**config.mk**
```make
export PLATFORM = sky130hd
export DESIGN_NAME = serial_sub_recover
export DESIGN_NICKNAME = d
export VERILOG_FILES = /design/src/rtl/serial_sub_recover.sv
export SDC_FILE = /design/constraint.sdc
export NUM_CORES = 1
export LEC_CHECK = 0
export ABC_AREA = 1
export CAP_MARGIN = 20
export CORE_ASPECT_RATIO = 0.75
export CORE_MARGIN = 2
export CORE_UTILIZATION = 55
export CTS_CLUSTER_DIAMETER = 100
export DETAILED_ROUTE_END_ITERATION = 8
export HOLD_SLACK_MARGIN = 0.05
export PLACE_DENSITY = 0.91
export SLEW_MARGIN = 30
export SYNTH_ARGS = -nofsm -noshare
export SYNTH_HDL_FRONTEND = slang
export SYNTH_SLANG_ARGS = --single-unit
```
**constraint.sdc**
```tcl
create_clock -name clk -period 3.3 [get_ports clk]
set_clock_uncertainty 0.1 [all_clocks]
set_input_delay 0.33 -clock clk [delete_from_list [all_inputs] [get_ports clk]]
set_output_delay 0.33 -clock clk [all_outputs]
set_load 0.02 [all_outputs]
```
**src/rtl/serial_sub_recover.sv**
```systemverilog
// Bit-serial subtractor that recovers addend A from an adder result {Cout,S}
// and the other addend B: A = {Cout,S} - B, one bit per clock, LSB first.
module serial_sub_recover #(
    parameter int unsigned WIDTH = 5
) (
    input  logic             clk,
    input  logic             reset,
    input  logic             start,
    input  logic [WIDTH-1:0] S,
    input  logic             Cout,
    input  logic [WIDTH-1:0] B,
    output logic [WIDTH-1:0] A,
    output logic             err,
    output logic             busy,
    output logic             done
);

    localparam int unsigned CW = $clog2(WIDTH + 1);

    typedef enum logic [1:0] {
        IDLE  = 2'd0,
        SHIFT = 2'd1,
        DONE  = 2'd2
    } state_t;

    state_t           r_state;
    state_t           w_next;

    logic [WIDTH:0]   r_m;
    logic [WIDTH:0]   r_b;
    logic [WIDTH-1:0] r_d;
    logic             r_borrow;
    logic [CW-1:0]    r_bitcnt;
    logic [WIDTH-1:0] r_A;
    logic             r_err;
    logic             r_busy;
    logic             r_done;

    logic             w_mi;
    logic             w_bi;
    logic             w_di;
    logic             w_borrow_nxt;
    logic             w_last;

    // Full-subtractor cell for the current bit and end-of-shift detect.
    always_comb begin
        w_mi         = r_m[0];
        w_bi         = r_b[0];
        w_di         = w_mi ^ w_bi ^ r_borrow;
        w_borrow_nxt = (~w_mi & w_bi) | (~(w_mi ^ w_bi) & r_borrow);
        w_last       = (r_state == SHIFT) && (r_bitcnt == CW'(WIDTH));
    end

    // Next-state decode.
    always_comb begin
        w_next = r_state;
        case (r_state)
            IDLE:    if (start) w_next = SHIFT;
            SHIFT:   if (r_bitcnt == CW'(WIDTH)) w_next = DONE;
            DONE:    w_next = IDLE;
            default: w_next = IDLE;
        endcase
    end

    // State register; busy/done registered from the next state so they
    // track the state exactly without a combinational output path.
    always_ff @(posedge clk) begin
        if (reset) begin
            r_state <= IDLE;
            r_busy  <= 1'b0;
            r_done  <= 1'b0;
        end else begin
            r_state <= w_next;
            r_busy  <= (w_next != IDLE);
            r_done  <= (w_next == DONE);
        end
    end

    // Operand latch, serial shift and result capture.
    // r_d holds only the low WIDTH difference bits; the top bit (D[WIDTH])
    // is the cell output on the final edge and feeds err directly.
    always_ff @(posedge clk) begin
        if (reset) begin
            r_m      <= '0;
            r_b      <= '0;
            r_d      <= '0;
            r_borrow <= 1'b0;
            r_bitcnt <= '0;
            r_A      <= '0;
            r_err    <= 1'b0;
        end else begin
            case (r_state)
                IDLE: begin
                    if (start) begin
                        r_m      <= {Cout, S};
                        r_b      <= {1'b0, B};
                        r_d      <= '0;
                        r_borrow <= 1'b0;
                        r_bitcnt <= '0;
                    end
                end
                SHIFT: begin
                    r_m      <= r_m >> 1;
                    r_b      <= r_b >> 1;
                    r_d      <= {w_di, r_d[WIDTH-1:1]};
                    r_borrow <= w_borrow_nxt;
                    r_bitcnt <= r_bitcnt + CW'(1);
                    if (w_last) begin
                        r_A   <= r_d;
                        r_err <= w_borrow_nxt | w_di;
                    end
                end
                default: ;
            endcase
        end
    end

    assign A    = r_A;
    assign err  = r_err;
    assign busy = r_busy;
    assign done = r_done;

endmodule

```
### Word-level counts from Yosys, hierarchy flattened

Cells that the tools add are included.
Widths: inputs -> output; s select.

| operators by class | value |
|---|---|
| magnitude comparators | 0 |
| muxes and demuxes | 13 |
| equal/unequal tests | 4 |
| shift operators | 0 |
| add/sub/neg operators | 1 |
| bitwise logic cells | 8 |
| multipliers | 0 |
| reduce and logical (&&, ||, !) cells | 6 |
| divide/modulo/power cells | 0 |

Operator list:

| kind | number |
|---|---|
| $pmux 6 s2 | 2 |
| $mux 6 | 2 |
| $pmux 5 s2 | 1 |
| $pmux 3 s2 | 1 |
| $mux 5 | 1 |
| $mux 2 | 2 |
| $pmux 2 s2 | 1 |
| $reduce_and 2->1 | 2 |
| $reduce_bool 2->1 | 2 |
| $add 3x1->3 const B | 1 |
| $eq 3x3->1 const B | 1 |
| $mux 3 | 1 |
| $and 1x1->1 | 2 |
| $eq 2x1->1 const B | 1 |
| $eq 2x2->1 const B | 1 |
| $logic_not 2->1 | 1 |
| $ne 2x2->1 const B | 1 |
| $not 1->1 | 2 |
| $or 1x1->1 | 2 |
| $pmux 1 s2 | 1 |
| $xor 1x1->1 | 2 |
| $logic_and 1x1->1 | 1 |
| $mux 1 | 1 |

| word-level totals | value |
|---|---|
| memories | 0 |
| memory bits (writable) | 0 |
| register bits after elaboration | 31 |
| bits in latches | 0 |
| bits in read-only memories | 0 |
| input port bits | 14 |
| logic and storage cells | 42 |

### Longest topological paths before layout

Gate-level depths: netlist of the first run.

| logic depth | value |
|---|---|
| depth in word-level cells | 5 |
| mapped depth | 8 |
| gate-level depth less buffers | 8 |

### Worst setup path after synthesis of the first run

No wires, ideal clock.

| path | value |
|---|---|
| path type | reg-to-reg |
| start | reg r_m[0] |
| end | reg r_d[4] |
| library setup time | 0.070 ns |
| clock period less this slack | 1.322 ns |
| cell stages (with the launch flop) | 5 |
| slack | 1.978 ns |
| buffers on the path | 0 |
| data arrival time | 1.151 ns |
| cells stage by stage | dfxtp_1 -> inv_1 -> fa_1 -> or2_1 -> a21oi_1 |

| on the way | value |
|---|---|
| word-level cells in the longest chain between the ends | 3 |

Ends and longest elaborated chain:

| item | RTL line | RTL |
|---|---|---|
| from (decl) | 29 | `logic [WIDTH:0] r_m;` |
| from (signal assigned) | 95 | `r_m <= {Cout, S};` |
| from (signal assigned) | 103 | `r_m <= r_m >> 1;` |
| $xor 1x1->1 (2 in series) | 49 | `w_di = w_mi ^ w_bi ^ r_borrow;` |
| $pmux 5 s2 | 92 | `case (r_state)` |
| to (signal assigned) | 105 | `r_d <= {w_di, r_d[WIDTH-1:1]};` |
| to (decl) | 31 | `logic [WIDTH-1:0] r_d;` |

Every way passes these cells.
A chain may end at the register's enable or synchronous reset.

### Worst setup path after layout of the first run

| path | value |
|---|---|
| start | in start |
| end | reg r_m[3] |

| on the way | value |
|---|---|
| word-level cells in the longest chain between the ends | 2 |

Ends and longest elaborated chain:

| item | RTL line | RTL |
|---|---|---|
| from (decl) | 8 | `input logic start,` |
| $ne 2x2->1 (no line) | - |  |
| $reduce_and 2->1 (no line) | - |  |

Every way passes these cells.

==> impl_results.md, run 1 <==
- Detailed-route DRC error count: 0
- Final Cycle Share: 0.562
- Final setup vio count: 0
- Max-cap violations: 0
- CTS Hold Buffers Added: 0
- Cts repair resizes: 0
- Final Max Tran Viols: 0
- Outcome: completed
- IO Pins: 22
- Tot GR Track Use: 0.222
- Synthesized net count: 189
- Post-DR wirelength/cell: 11.5 µm
- R2r endpoint: r_m[3]
- Avg Cell Area, Syn: 7.52 µm²
- CTS tree: yes
- First-pass GRT wire length: 4380 µm
- Asr flop ratio synth: 0
- RSZ-0062 raised after global routing: no
- WL final: 2610 µm
- Final WS setup: 1.45 ns
- HP Class: reg2reg
- Syn Std Cell Area: 0.00129 mm²
- Worst Setup End Kind: register
- Final #Nets: 210
- CTS Buf Count: 5
- Root Buffer: clkbuf_4
- Initial DRC Count: 43
- CP startpoint: start
- Via count: 1,128
- Flops & latches, synth: 30
- Critical path arrival: 1.97 ns
- Hold Vio Cnt, Final: 0
- Core area: 0.00227 mm²
- YS warnings: 0
- Initial antenna violation count: 0
- Die area: 0.00276 mm²
- PwrDens: 449 mW/mm²
- Largest net degree at the start of global routing: 17
- Chip width: 60.0 µm
- Clock Sinks: 30
- Cell Rows: 15
- Max-slew headroom: 0.683
- R2R Setup Slk: 1.68 ns
- Cells after Synth: 172
- Post-CTS Setup Bufs: 0
- Sum Neg Setup Slack: 0 ns
- Post-DRT Antenna Nets: 0
- Height of the die: 46 µm
- Req. time, crit path: 3.41 ns
- Avg Vias per Cell: 4.95
- Placer Congestion: 0.791
- Number of global-route vias before repair: 1,034
- Max Clk Rate: 539 MHz
- Dpl ws: 1.09 ns
- TritonRoute pass-1 iters: 4
- H-Tree Depth: 2
- ANT cells: 0
- Slew @ Worst Pin: 0.476 ns
- Sequential share of the synthesized area: 0.464
- Leak: 0.657 nW
- Area delta synth->final: 20.0%
- HPWL after DPL: 1880 µm
- Share of cells above drive strength 1: 0.0722
- FF-to-FF Start: r_state[1]
- Clock Pin Slew Worst Setup and Hold Paths: 0.10 ns
- Initial core utilization: 0.570
- Main flop type after synthesis: dfxtp_1
- Cell variety after synth: 21
- Port Buffers: 21
- End point of the critical path: r_m[3]
- Minimum clock period: 1.85 ns
- EDFF count, synth: 0
- Crit-path max FO: 11
- Post-layout util: 0.684
- Kind of critical path: in2reg
- Startpoint Class: input pin
- Grt ovf: 0
- Peak VDD IR: 267 µV
- Skew-Pair Late Insertion Delay: 0.33 ns
- R2R depth: 6
- CTS Buffer Depth: 2
[routing by layer]
layer	part of all wire	global-route usage	up-vias
li1	-	-	583
met1	0.44	0.279	494
met2	0.47	0.341	42
met3	0.062	0.0597	9
met4	0.028	0.133	0
met5	0	0	-
[worst max-delay path, cell delays in order]
cell	delay, ns
clkdlybuf4s50_1	0.66
nand2_1	0.31
nand2_1	0.41
nor2_1	0.07
nor2_1	0.13
nor2_1	0.06
[power breakdown]
part	internal, W	switching (W)	leakage [nW]
registers	0.000378	0.00000992	0.245
logic	0.0000368	0.0000459	0.376
clock network	0.000103	0.000125	0.0353
[cells in the mapped netlist (2+ instances only)]
library cell | number | area (µm²)
nand2_1 | 35 | 131
nand3b_1 | 8 | 60.1
inv_2 | 2 | 7.51
buf_4 | 3 | 22.5
o21ai_0 | 2 | 10.0
nand3_1 | 22 | 110
ha_1 | 2 | 25.0
or2_1 | 2 | 12.5
nor2_1 | 25 | 93.8
a21oi_1 | 11 | 55.1
dfxtp_1 | 30 | 601
inv_1 | 18 | 67.6
buf_6 | 2 | 22.5
nor2_2 | 3 | 18.8
[layout make-up]
cell class / instances / area, µm²
well taps: 34 / 42.5
repair buffers: 21 / 210
multi-input cells: 115 / 564
flip-flops and latches: 30 / 601
clock buffers: 7 / 55.1
inverters: 20 / 75.1
clock inverters: 1 / 5.00
fillers: 202 / 718
[stage by stage]
stage / cell area (µm²) / std cells / power, W / hold slack (ns)
floorplan: 1290 / 172 / 0.000453 / 0.299
global placement: 1490 / 220 / 0.000474 / 0.355
detailed placement: 1490 / 220 / 0.000478 / 0.360
CTS: 1550 / 228 / 0.000703 / 0.373
global route: 1550 / 228 / 0.000731 / 0.398
finish: 1550 / 228 / 0.000698 / 0.368
[cell families (layout without fill, tap and decap cells)]
kind of cell | count (synthesis) | in the layout | synth area share
and+or+nand+nor | 98 | 98 | 0.347
buffers and inverters | 27 | 49 | 0.0996
AOI/OAI and AO/OA | 14 | 14 | 0.0542
DFF | 30 | 30 | 0.464
adders and majority gates | 3 | 3 | 0.0348
[state kept, by name, summed over array words and instances, names as in the netlist]
name and flops:
err 1, r_b 5, r_state 2, r_d 5, busy 1, A 5, r_borrow 1, r_bitcnt 3
r_m 6, done 1
[placed cells by master, fill, tap and decap left out]
cell             Yosys  routed
a21oi_1             11      11
clkbuf_1             1       1
clkbuf_4             0       5
clkbuf_8             0       1
clkdlybuf4s50_1      0      21
clkinv_2             0       1
dfxtp_1             30      30
fa_1                 1       1
ha_1                 2       2
inv_1               18      18
inv_2                2       2
nand2_1             35      35
nand2_2              1       1
nand3_1             22      22
nand3b_1             8       8
nor2_1              25      25
nor2_2               3       3
nor2_4               1       1
nor3_1               1       1
o21ai_0              2       2
o21ai_1              1       1
or2_1                2       2
[how the worst min path moves through the flow]
stage | slack, ns | startpoint | depth (start not counted) | end
final | 0.37 | r_d[2] | 2 | A[2]
after global routing | 0.40 | A[3] | 2 | A[3]
after CTS | 0.37 | r_d[2] | 2 | A[2]
after detailed placement | 0.36 | r_d[1] | 2 | A[1]
after global placement | 0.36 | err | 2 | err
after floorplan | 0.30 | reset | 1 | r_bitcnt[1]
Note: power is estimated with default switching activity, not from simulation.
==> inputs of run 2 (changes only) <==
- CORE_UTILIZATION: 55 -> 51
- PLACE_DENSITY: 0.91 -> 0.86
- clock period: 3.3 -> 1.9 ns (I/O delays scaled with it)
==> impl_results.md, run 2 (same netlist as run 1, synthesis figures left out) <==
- Outcome: completed
- Avg Vias per Cell: 5.00
- Final Max Tran Viols: 0
- Max incr delay on CP: 0.60 ns
- Critical-path top delay cell: clkdlybuf4s50_1
- RSZ-0062 raised after global routing: no
- Clock Sinks: 30
- Top reg by flops: r_m
- Slew @ Worst Pin: 0.497 ns
- Clock Pin Slew Worst Setup and Hold Paths: 0.09 ns
- Post-DR wirelength/cell: 11.9 µm
- Worst Setup End Kind: output pin
- Tot GR Track Use: 0.213
- Area delta synth->final: 22.3%
- Max Clk Rate: 642 MHz
- Via count: 1,159
- Placer Congestion: 0.773
- Chip width: 62.2 µm
- Finished Layout Cells: 232
- CTS Hold Buffers Added: 0
- Number of global-route vias before repair: 1,084
- CTS Buffer Depth: 2
- Kind of critical path: reg2out
- Sum Neg Setup Slack: 0 ns
- Detailed-route DRC error count: 0
- Port Buffers: 21
- CTS tree: yes
- Height of the die: 47.6 µm
- Cts repair resizes: 0
- IO Pins: 22
- ANT cells: 0
- Sequence of cells on the critical path: clkdlybuf4s50_1
- Crit-path max FO: 2
- Post-DRT Antenna Nets: 0
- Largest net degree at the start of global routing: 17
- H-Tree Depth: 2
- Critical path arrival: 1.27 ns
- Placed Instances: 224
- Max reg flops: 6
- HP Class: in2reg
- Tot Pwr: 0.00122 W
- PwrDens: 771 mW/mm²
- Final setup vio count: 0
- Final #Nets: 214
- Delay-heaviest family, CP: buffers and inverters
- Max-slew headroom: 0.668
- Cell Rows: 15
- HPWL after DPL: 2020 µm
- Req. time, crit path: 1.61 ns
- Share of cells above drive strength 1: 0.0909
- Max-cap violations: 0
- CTS Buf Count: 5
- Hold Vio Cnt, Final: 0
- Peak VDD IR: 467 µV
- Grt ovf: 0
- Commonest non-fill, non-tap cells in the layout: nand2_1 (35), dfxtp_1 (30), nor2_1 (25)
- Minimum clock period: 1.56 ns
- Final Cycle Share: 0.820
- Die area: 0.00296 mm²
- Crit path buf inv count: 1
- Core area: 0.00235 mm²
- TritonRoute pass-1 iters: 4
- First-pass GRT wire length: 4670 µm
- Initial core utilization: 0.551
- Initial antenna violation count: 0
- Root Buffer: clkbuf_4
- WL final: 2770 µm
- Initial DRC Count: 76
- Leading cell type in the layout, fill and taps excluded: nand2_1
- Post-CTS Setup Bufs: 0
- Startpoint Class: register
- Skew-Pair Late Insertion Delay: 0.32 ns
- Leak: 0.676 nW
==> run 2: final timing paths <==
check / start / end / cells past startpoint / slack [ns]
hold reg to reg: r_d[1] / A[1] / 2 / 0.37
setup / recovery: err / err / 1 / 0.34
hold / removal: B[4] / r_b[4] / 3 / 0.32
setup reg to reg: r_state[1] / r_m[3] / 6 / 0.37
==> run 2: final cells by class <==
type | instances | area [µm²]
clock buffer | 7 | 55.1
inverter | 20 | 75.1
fill | 201 | 763
timing repair buffer | 25 | 240
sequential | 30 | 601
clock inverter | 1 | 5.00
tap | 34 | 42.5
multi-input combinational | 115 | 564
==> run 2: routing by layer <==
layer  wire, µm  vias to the layer above  share of wire  track usage
li1           -                      588              -            -
met1       1150                      528           0.41        0.245
met2       1380                       36           0.50        0.380
met3        186                        7          0.067       0.0635
met4         49                        0          0.018        0.116
met5          0                        -              0            0
==> run 2: where the power goes <==
group	internal (W)	leakage [nW]	switching [W]	total [W]
logic	0.0000700	0.396	0.0000833	0.000153
registers	0.000656	0.245	0.0000178	0.000673
clock network	0.000179	0.0353	0.000215	0.000394
total	0.000905	0.676	0.000316	0.00122
==> run 2: worst register-to-register path, stage by stage (launching register included) <==
cell     delay, ns
dfxtp_1       0.43
inv_1         0.09
nand2_2       0.23
nand2_1       0.29
nor2_1        0.17
nor2_1        0.06
nor2_1        0.09
==> run 2: through the flow <==
stage	hold WS [ns]	setup WS, ns	area (µm²)	utilization
5_1_grt	0.338	0.233	1580	0.675
3_3_place_gp	0.352	0.434	1520	0.649
6_report	0.320	0.342	1580	0.675
4_1_cts	0.325	0.326	1580	0.675
2_1_floorplan	0.159	0.578	1290	-
3_5_place_dp	0.358	0.330	1520	0.649
==> inputs of run 3 (changes only) <==
- CORE_UTILIZATION: 51 -> 46
- PLACE_DENSITY: 0.86 -> 0.83
- clock period: 1.9 -> 1.4 ns (I/O delays scaled with it)
==> impl_results.md, run 3 (same netlist as run 1, synthesis figures left out) <==
- Chip width: 65.2 µm
- Req. time, crit path: 1.51 ns
- Final Cycle Share: 1.01
- Failing checks: setup timing
- Max reg flops: 6
- Die area: 0.00326 mm²
- Final instance area: 0.00168 mm²
- Finished Layout Cells: 242
- Cell Rows: 16
- IO Pins: 22
- Peak VDD IR: 581 µV
- Kind of critical path: reg2reg
- Avg Vias per Cell: 4.90
- Minimum clock period: 1.41 ns
- Initial core utilization: 0.490
- Worst Setup End Kind: register
- Final setup vio count: 1
- Clock Pin Slew Worst Setup and Hold Paths: 0.07 ns
- First-pass GRT wire length: 4820 µm
- Final #Nets: 222
- Detailed-route DRC error count: 0
- Startpoint Class: register
- H-Tree Depth: 2
- Area delta synth->final: 29.8%
- Leak: 0.767 nW
- Initial DRC Count: 58
- Max-slew headroom: 0.748
- PwrDens: 1100 mW/mm²
- Placed Instances: 234
- Tot Pwr: 0.00185 W
- Post-CTS Setup Bufs: 0
- CTS tree: yes
- Root Buffer: clkbuf_8
- Max-cap violations: 0
- Top reg by flops: r_m
- HP Class: in2reg
- Clock Sinks: 30
- Final Max Tran Viols: 0
- Core area: 0.00264 mm²
- Final WS setup: -0.0103 ns
- Post-DRT Antenna Nets: 0
- Leading cell type in the layout, fill and taps excluded: nand2_1
- Dpl cell area: 0.00159 mm²
- Grt ovf: 0
- Post-DR wirelength/cell: 11.7 µm
- Height of the die: 49.9 µm
- Placer Congestion: 0.829
- Number of global-route vias before repair: 1,114
- ANT cells: 0
- Initial antenna violation count: 0
- RSZ-0062 raised after global routing: yes
- WL final: 2830 µm
- Outcome: complete, but fails checks
- Via count: 1,187
- Max Clk Rate: 709 MHz
- Sum Neg Setup Slack: -0.0103 ns
- HPWL after DPL: 2140 µm
- Port Buffers: 21
- Tot GR Track Use: 0.195
- Slew @ Worst Pin: 0.377 ns
- Largest net degree at the start of global routing: 13
- Crit-path max FO: 2
- Share of cells above drive strength 1: 0.160
- CTS Buf Count: 5
- Commonest non-fill, non-tap cells in the layout: nand2_1 (33), dfxtp_1 (27), nor2_1 (25)
- Skew-Pair Late Insertion Delay: 0.28 ns
- CTS Buffer Depth: 2
- Critical path arrival: 1.52 ns
- TritonRoute pass-1 iters: 6
- Hold Vio Cnt, Final: 0
run 3: worst max-delay path, cell delays in order (launching register included):
cell and delay [ns]:
dfxtp_2 0.34, inv_2 0.04, fa_1 0.45, or2_1 0.28, a21oi_2 0.13
run 3: worst paths after layout:
kind / from / to / slack (ns) / depth (start not counted)
max: r_m[0] / r_d[4] / -0.01 / 4
min: B[4] / r_b[4] / 0.32 / 3
max reg2reg: r_m[0] / r_d[4] / -0.01 / 4
min reg2reg: r_d[2] / A[2] / 0.37 / 2
run 3: routing by layer:
layer / up-vias / global-route usage / routed length, µm
met3: 7 / 0.0411 / 148
met5: - / 0 / 0
met1: 545 / 0.251 / 1280
met2: 32 / 0.320 / 1350
met4: 0 / 0.0729 / 46
li1: 603 / - / -
run 3: cell type report:
cell class | instances | area, µm²
clock buffer | 7 | 86.3
clock inverter | 1 | 5.00
fill | 239 | 963
inverter | 20 | 75.1
multi-input combinational | 115 | 573
sequential | 30 | 604
tap | 36 | 45.0
timing repair buffer | 33 | 290
run 3: where the power goes:
group | total (W) | internal (W) | switching [W]
combinational | 0.000227 | 0.000109 | 0.000118
sequential | 0.000919 | 0.000893 | 0.0000261
clock | 0.000705 | 0.000395 | 0.000309
run 3: timing repair:
action,4_1_cts,5_1_grt
pin swaps,1,0
endpoints found under the hold margin,0,0
hold buffers,0,0
endpoints found under the setup margin,9,7
resized for setup,9,6
run 3: metrics by stage:
step                      hold WS [ns]  utilization  setup slack [ns]
after CTS                        0.330        0.631            0.0167
after floorplan                  0.109            -            0.0783
after global placement           0.355        0.600            0.0135
final                            0.325        0.635           -0.0103
after global routing             0.329        0.635           -0.0631
after detailed placement         0.359        0.600           -0.0259
==> variant 1, RTL diff (config.mk and constraints of run 3) <==
`WIDTH`: 5 -> 10.
--- a/src/rtl/serial_sub_recover.sv
+++ b/src/rtl/serial_sub_recover.sv
@@ -2,5 +2,5 @@
 // and the other addend B: A = {Cout,S} - B, one bit per clock, LSB first.
 module serial_sub_recover #(
-    parameter int unsigned WIDTH = 5
+    parameter int unsigned WIDTH = 10
 ) (
     input  logic             clk,
Ports: changed (resized A, B and S); port bits go from 22 to 37. The function was not compared with the original's and may differ.
==> variant 1 against run 3 <==
Cell area rose by 72%. Setup slack improved by 33 ps. Sequential cell count rose by 21. Power rose by 56%. Sequential share of layout area fell by 0.48 points. Wire length rose by 79%. Cell count rose by 68%. First-iteration DRC count rose by 120%. Non-clock buffer count rose by 25. Critical path type unchanged. Largest power group unchanged. Area after synthesis rose by 71%. Largest cell class unchanged. Combinational power rose by 82%. Utilization rose by 0.097 points.
==> variant 1: results (changes against run 3) <==
critical path fanouts, max 2 (unchanged); clk_lat worst skew 310 ps (+30 ps); largest net degree at the start of global routing 23 (+10); Most flops, register r_m; Syn. warnings 0 (unchanged); R2R setup slack 20 ps (+30 ps); CP delay by family, top adder cells; routed vias/inst 5.03 (+2.5%); dpl cells 396 (+69%); Worst Max-Slew Pin Slew 225 ps (-152 ps); HP Class primary input to register; r2r startpoint r_m[0]; Net Count, Synth 328 (+74%); status completed; register area share after synthesis 46.1% (-0.35 points); slowest cell delay on critical path 490 ps (+40 ps); number of global-route vias before repair 1969 (+77%); CP endpoint r_d[9]; VDD IR max 593 uV (+2.1%); fill count 382 (+60%); fraction of layout cells with a size suffix above 1 14.9% (-1.1 points); htree depth 2 (unchanged); first-pass GRT wire length 8510 um (+77%); Initial DRC Count 126 (+120%); CTS Buffer Depth 2 (unchanged); gpl congestion 0.765 (-7.6%); Place WS -35.1 ps (-9.23 ps); commonest cells in the netlist nand2_1 (62), dfxtp_1 (51), nand3_1 (51), nor2_1 (39), a21oi_1 (27); overall routed net length 5060 um (+79%); Overflow after GRT 0 (unchanged); LEAKAGE 1.25 nW (+63%); peak clock frequency supported by timing 0.726 GHz (+2.4%); GRT Util Overall 19.3% (-0.21 points); hold path start B[9]; CP max stage cell fa_1; clk root buf clkbuf_8; nets 375 (+69%); port buffer count 36 (+71%); clock slew at reported path FFs 90 ps (+20 ps); synthesized instance count 301 (+75%); initial antenna violation count 0 (unchanged); top cells by area, synth dfxtp_1 (46%), nand3_1 (12%), nand2_1 (11%); max reg flops 11 (+5); post-synth cell types 22 (+4.8%); wire per inst 12.5 um (+6.7%); post-detail-place hpwl 3200 um (+49%); DR pass1 iterations 4 (-2)
==> variant 1: worst min path at each step <==
stage,end,slack (ps),depth (start not counted)
floorplan,r_b[9],180,2
global placement,A[9],350,2
detailed placement,A[9],350,2
CTS,r_b[9],300,3
global route,r_m[10],340,3
finish,r_b[9],300,3
==> variant 1: cell type report <==
type                    instances  share of cell area, %
clock buffers                   8                   3.46
inverters                      27                   3.50
multi-input cells             205                   35.3
flip-flops and latches         51                   35.5
well taps                      57                   2.47
repair buffers                 58                   19.7
==> variant 1: repair_timing <==
action / CTS / global route
pin swaps: 2 / 6
resized for setup: 17 / 20
endpoints found under the setup margin: 15 / 13
gates cloned: 0 / 2
endpoints found under the hold margin: 0 / 0
==> variant 1: cells by family after synthesis <==
kind of cell / synth area share, %
buf+inv: 9.37
simple gates: 35.3
flops: 46.1
compound gates: 7.17
fa+ha+maj: 2.03
==> variant 1: metrics by stage <==
step	util (%)	instance area (um^2)	setup TNS, ps
5_1_grt	63.6	2890	-113
4_1_cts	62.3	2830	0
3_5_place_dp	60.3	2740	-67.3
2_1_floorplan	-	2220	0
3_3_place_gp	60.3	2740	0
6_report	63.6	2890	0
==> variant 1: tightest hold or removal path, stage by stage <==
cell and delay [ps]:
clkdlybuf4s50_1 410, nand2_1 70, a21oi_1 50
==> variant 1: power breakdown <==
part           internal [mW]  switching (mW)  total, mW
Sequential              1.51          0.0349       1.55
Clock                  0.452           0.476      0.927
Combinational          0.201           0.213      0.414
Total                   2.17           0.724       2.89
==> variant 1: layer usage <==
metal | global-route usage, % | vias up | routed length (um)
met1 | 23.9 | 927 | 2310
met4 | 7.66 | 0 | 76
li1 | - | 1051 | -
met2 | 33.3 | 56 | 2400
met5 | 0 | - | 0
met3 | 3.36 | 8 | 271
==> variant 2, RTL diff (config.mk and constraints of run 3) <==
Made on the original files. The 3 states of `state_t` get a one-hot encoding in 3 bits.
--- a/src/rtl/serial_sub_recover.sv
+++ b/src/rtl/serial_sub_recover.sv
@@ -18,8 +18,8 @@
     localparam int unsigned CW = $clog2(WIDTH + 1);
 
-    typedef enum logic [1:0] {
-        IDLE  = 2'd0,
-        SHIFT = 2'd1,
-        DONE  = 2'd2
+    typedef enum logic [2:0] {
+        IDLE  = 3'b001,
+        SHIFT = 3'b010,
+        DONE  = 3'b100
     } state_t;
 
Formal check against the unedited RTL: no difference found for any inputs over 10 cycles, from zero or initial values and one cycle with reset high; not proved beyond that.
==> variant 2 against run 3 <==
Power is 2.9% higher. Cell count grew 15%. Area after synthesis rose by 19%. Cell area increased by 15%. Sequential cell count grew 1. Combinational power grew 31%. Via count increased by 20%. Wire length grew 23%. Setup slack better by 97 ps. Sequential share of layout area down 3.8 points. Critical path type unchanged. Highest routed layer unchanged. Critical endpoint is now err. Sequential power grew 3.4%. Non-clock buffer count increased by 6.
==> variant 2: results (changes against run 3) <==
status completed; VDD IR max 528 uV (-9.1%); max reg flops 6 (unchanged); fraction of layout cells with a size suffix above 1 22.6% (+6.6 points); first-pass GRT wire length 5550 um (+15%); htree depth 2 (unchanged); nets 255 (+15%); gpl congestion 0.833 (+0.47%); LEAKAGE 0.883 nW (+15%); top cells by area, synth dfxtp_1 (40%), nand2_1 (12%), inv_1 (5.9%); HP Class register to register; clk root buf clkbuf_8; Initial DRC Count 92 (+59%); Most flops, register r_m; CP startpoint r_borrow; wire per inst 12.5 um (+6.7%); commonest cells in the netlist nand2_1 (49), dfxtp_1 (31), inv_1 (24), nor2_1 (21), nand3_1 (16); clk_lat worst skew 280 ps (about the same); Worst Max-Slew Pin Slew 219 ps (-158 ps); vias after detailed routing 1427 (+20%); clock slew at reported path FFs 60 ps; largest net degree at the start of global routing 18 (+5); DR pass1 iterations 4 (-2); syn_area_per_cell 7.66 um^2 (+1.8%); post-synth cell types 27 (+29%); port buffer count 21 (unchanged); worst hold stages 2 (-1); GRT Util Overall 19.1% (-0.39 points); CTS Buffer Depth 2 (unchanged); overall routed net length 3480 um (+23%); Syn. warnings 0 (unchanged); number of global-route vias before repair 1294 (+16%); cells on worst reg2reg path 4 (unchanged); Crit path arrival time 1380 ps (-140 ps); dpl cells 267 (+14%); register area share after synthesis 40.3% (-6.1 points); CP max stage cell fa_1; Cell Int Power 1.39 mW (-0.47%); post-detail-place hpwl 2430 um (+13%); hold path start err; slowest cell delay on critical path 560 ps (+110 ps); post-place instance area 0.00182 mm^2 (+15%); initial antenna violation count 0 (unchanged); Net Count, Synth 218 (+15%)
## variant 2: cell types whose count changed in the layout (fill, tap and decap cells not counted), moves of 4 or more
cell and delta:
a21oi_1 -5, a21oi_2 +6, nand3b_1 -7, nand3_2 +8, buf_4 +6, inv_1 +6
nand3_1 -6, nand2_1 +16, nor2_1 -4, nand4_1 +11
## variant 2: layout make-up
| class | count | area [um^2] |
|---|---|---|
| Timing Repair Buffer | 39 | 335 |
| Clock buffer | 5 | 68.8 |
| Inverter | 26 | 100 |
| Multi-Input combinational cell | 135 | 741 |
| Fill cell | 299 | 1310 |
| Clock inverter | 3 | 15.0 |
| Tap cell | 40 | 50.0 |
| Sequential cell | 31 | 623 |
## variant 2: worst max-delay path, delay by kind of cell, from the launching register on
| kind | cells | cell delay [ps] |
|---|---|---|
| adder cells (fa/ha/maj) | 1 | 560 |
| AND/OR/NAND/NOR | 2 | 150 |
| AO/OA/AOI/OAI | 1 | 70 |
| flip-flops | 1 | 330 |
## variant 2: kinds of logic (layout without fill, tap and decap cells)
kind of cell | after synthesis | in the layout | synth area share [%]
buffers and inverters | 36 | 73 | 12.5
and+or+nand+nor | 114 | 115 | 36.8
adders and majority gates | 3 | 3 | 2.93
DFF | 31 | 31 | 40.3
AOI/OAI and AO/OA | 17 | 17 | 7.40
## variant 2: power groups by stage
stage          clock (mW)  combinational (mW)  sequential, mW
6_report            0.657               0.297           0.950
4_1_cts             0.675               0.288           0.947
3_5_place_dp            0               0.286           0.967
5_1_grt             0.714               0.328           0.954
3_3_place_gp            0               0.276           0.965
2_1_floorplan           0               0.191           0.965
## variant 2: per-layer routing
metal / part of all wire, % / vias up / wire length, um / track usage, %
met5: 0 / - / 0 / 0
met4: 1.5 / 0 / 52 / 10.1
met3: 5.6 / 6 / 193 / 5.99
met2: 46 / 41 / 1610 / 31.0
met1: 47 / 668 / 1620 / 23.2
li1: - / 712 / - / -
## variant 2: through the flow
step                 TNS, ps  hold slack, ps  power (mW)  setup slack, ps
floorplan                  0             203        1.16              130
global placement           0             349        1.24             45.8
detailed placement  -0.00400             356        1.25         -0.00400
CTS                        0             368        1.91             17.3
global route               0             375        2.00             8.28
finish                     0             367        1.90             86.5
## variant 2: path summary, 6_finish.rpt
check	slack, ps	to
setup / recovery	90	err
hold / removal	370	err
setup reg to reg	90	err
hold reg to reg	370	err
## variant 2: what timing repair did
action / CTS / global route
cloned: 0 / 1
pin swaps: 0 / 2
endpoints found under the setup margin: 8 / 13
setup buffers: 0 / 3
resized for setup: 8 / 4
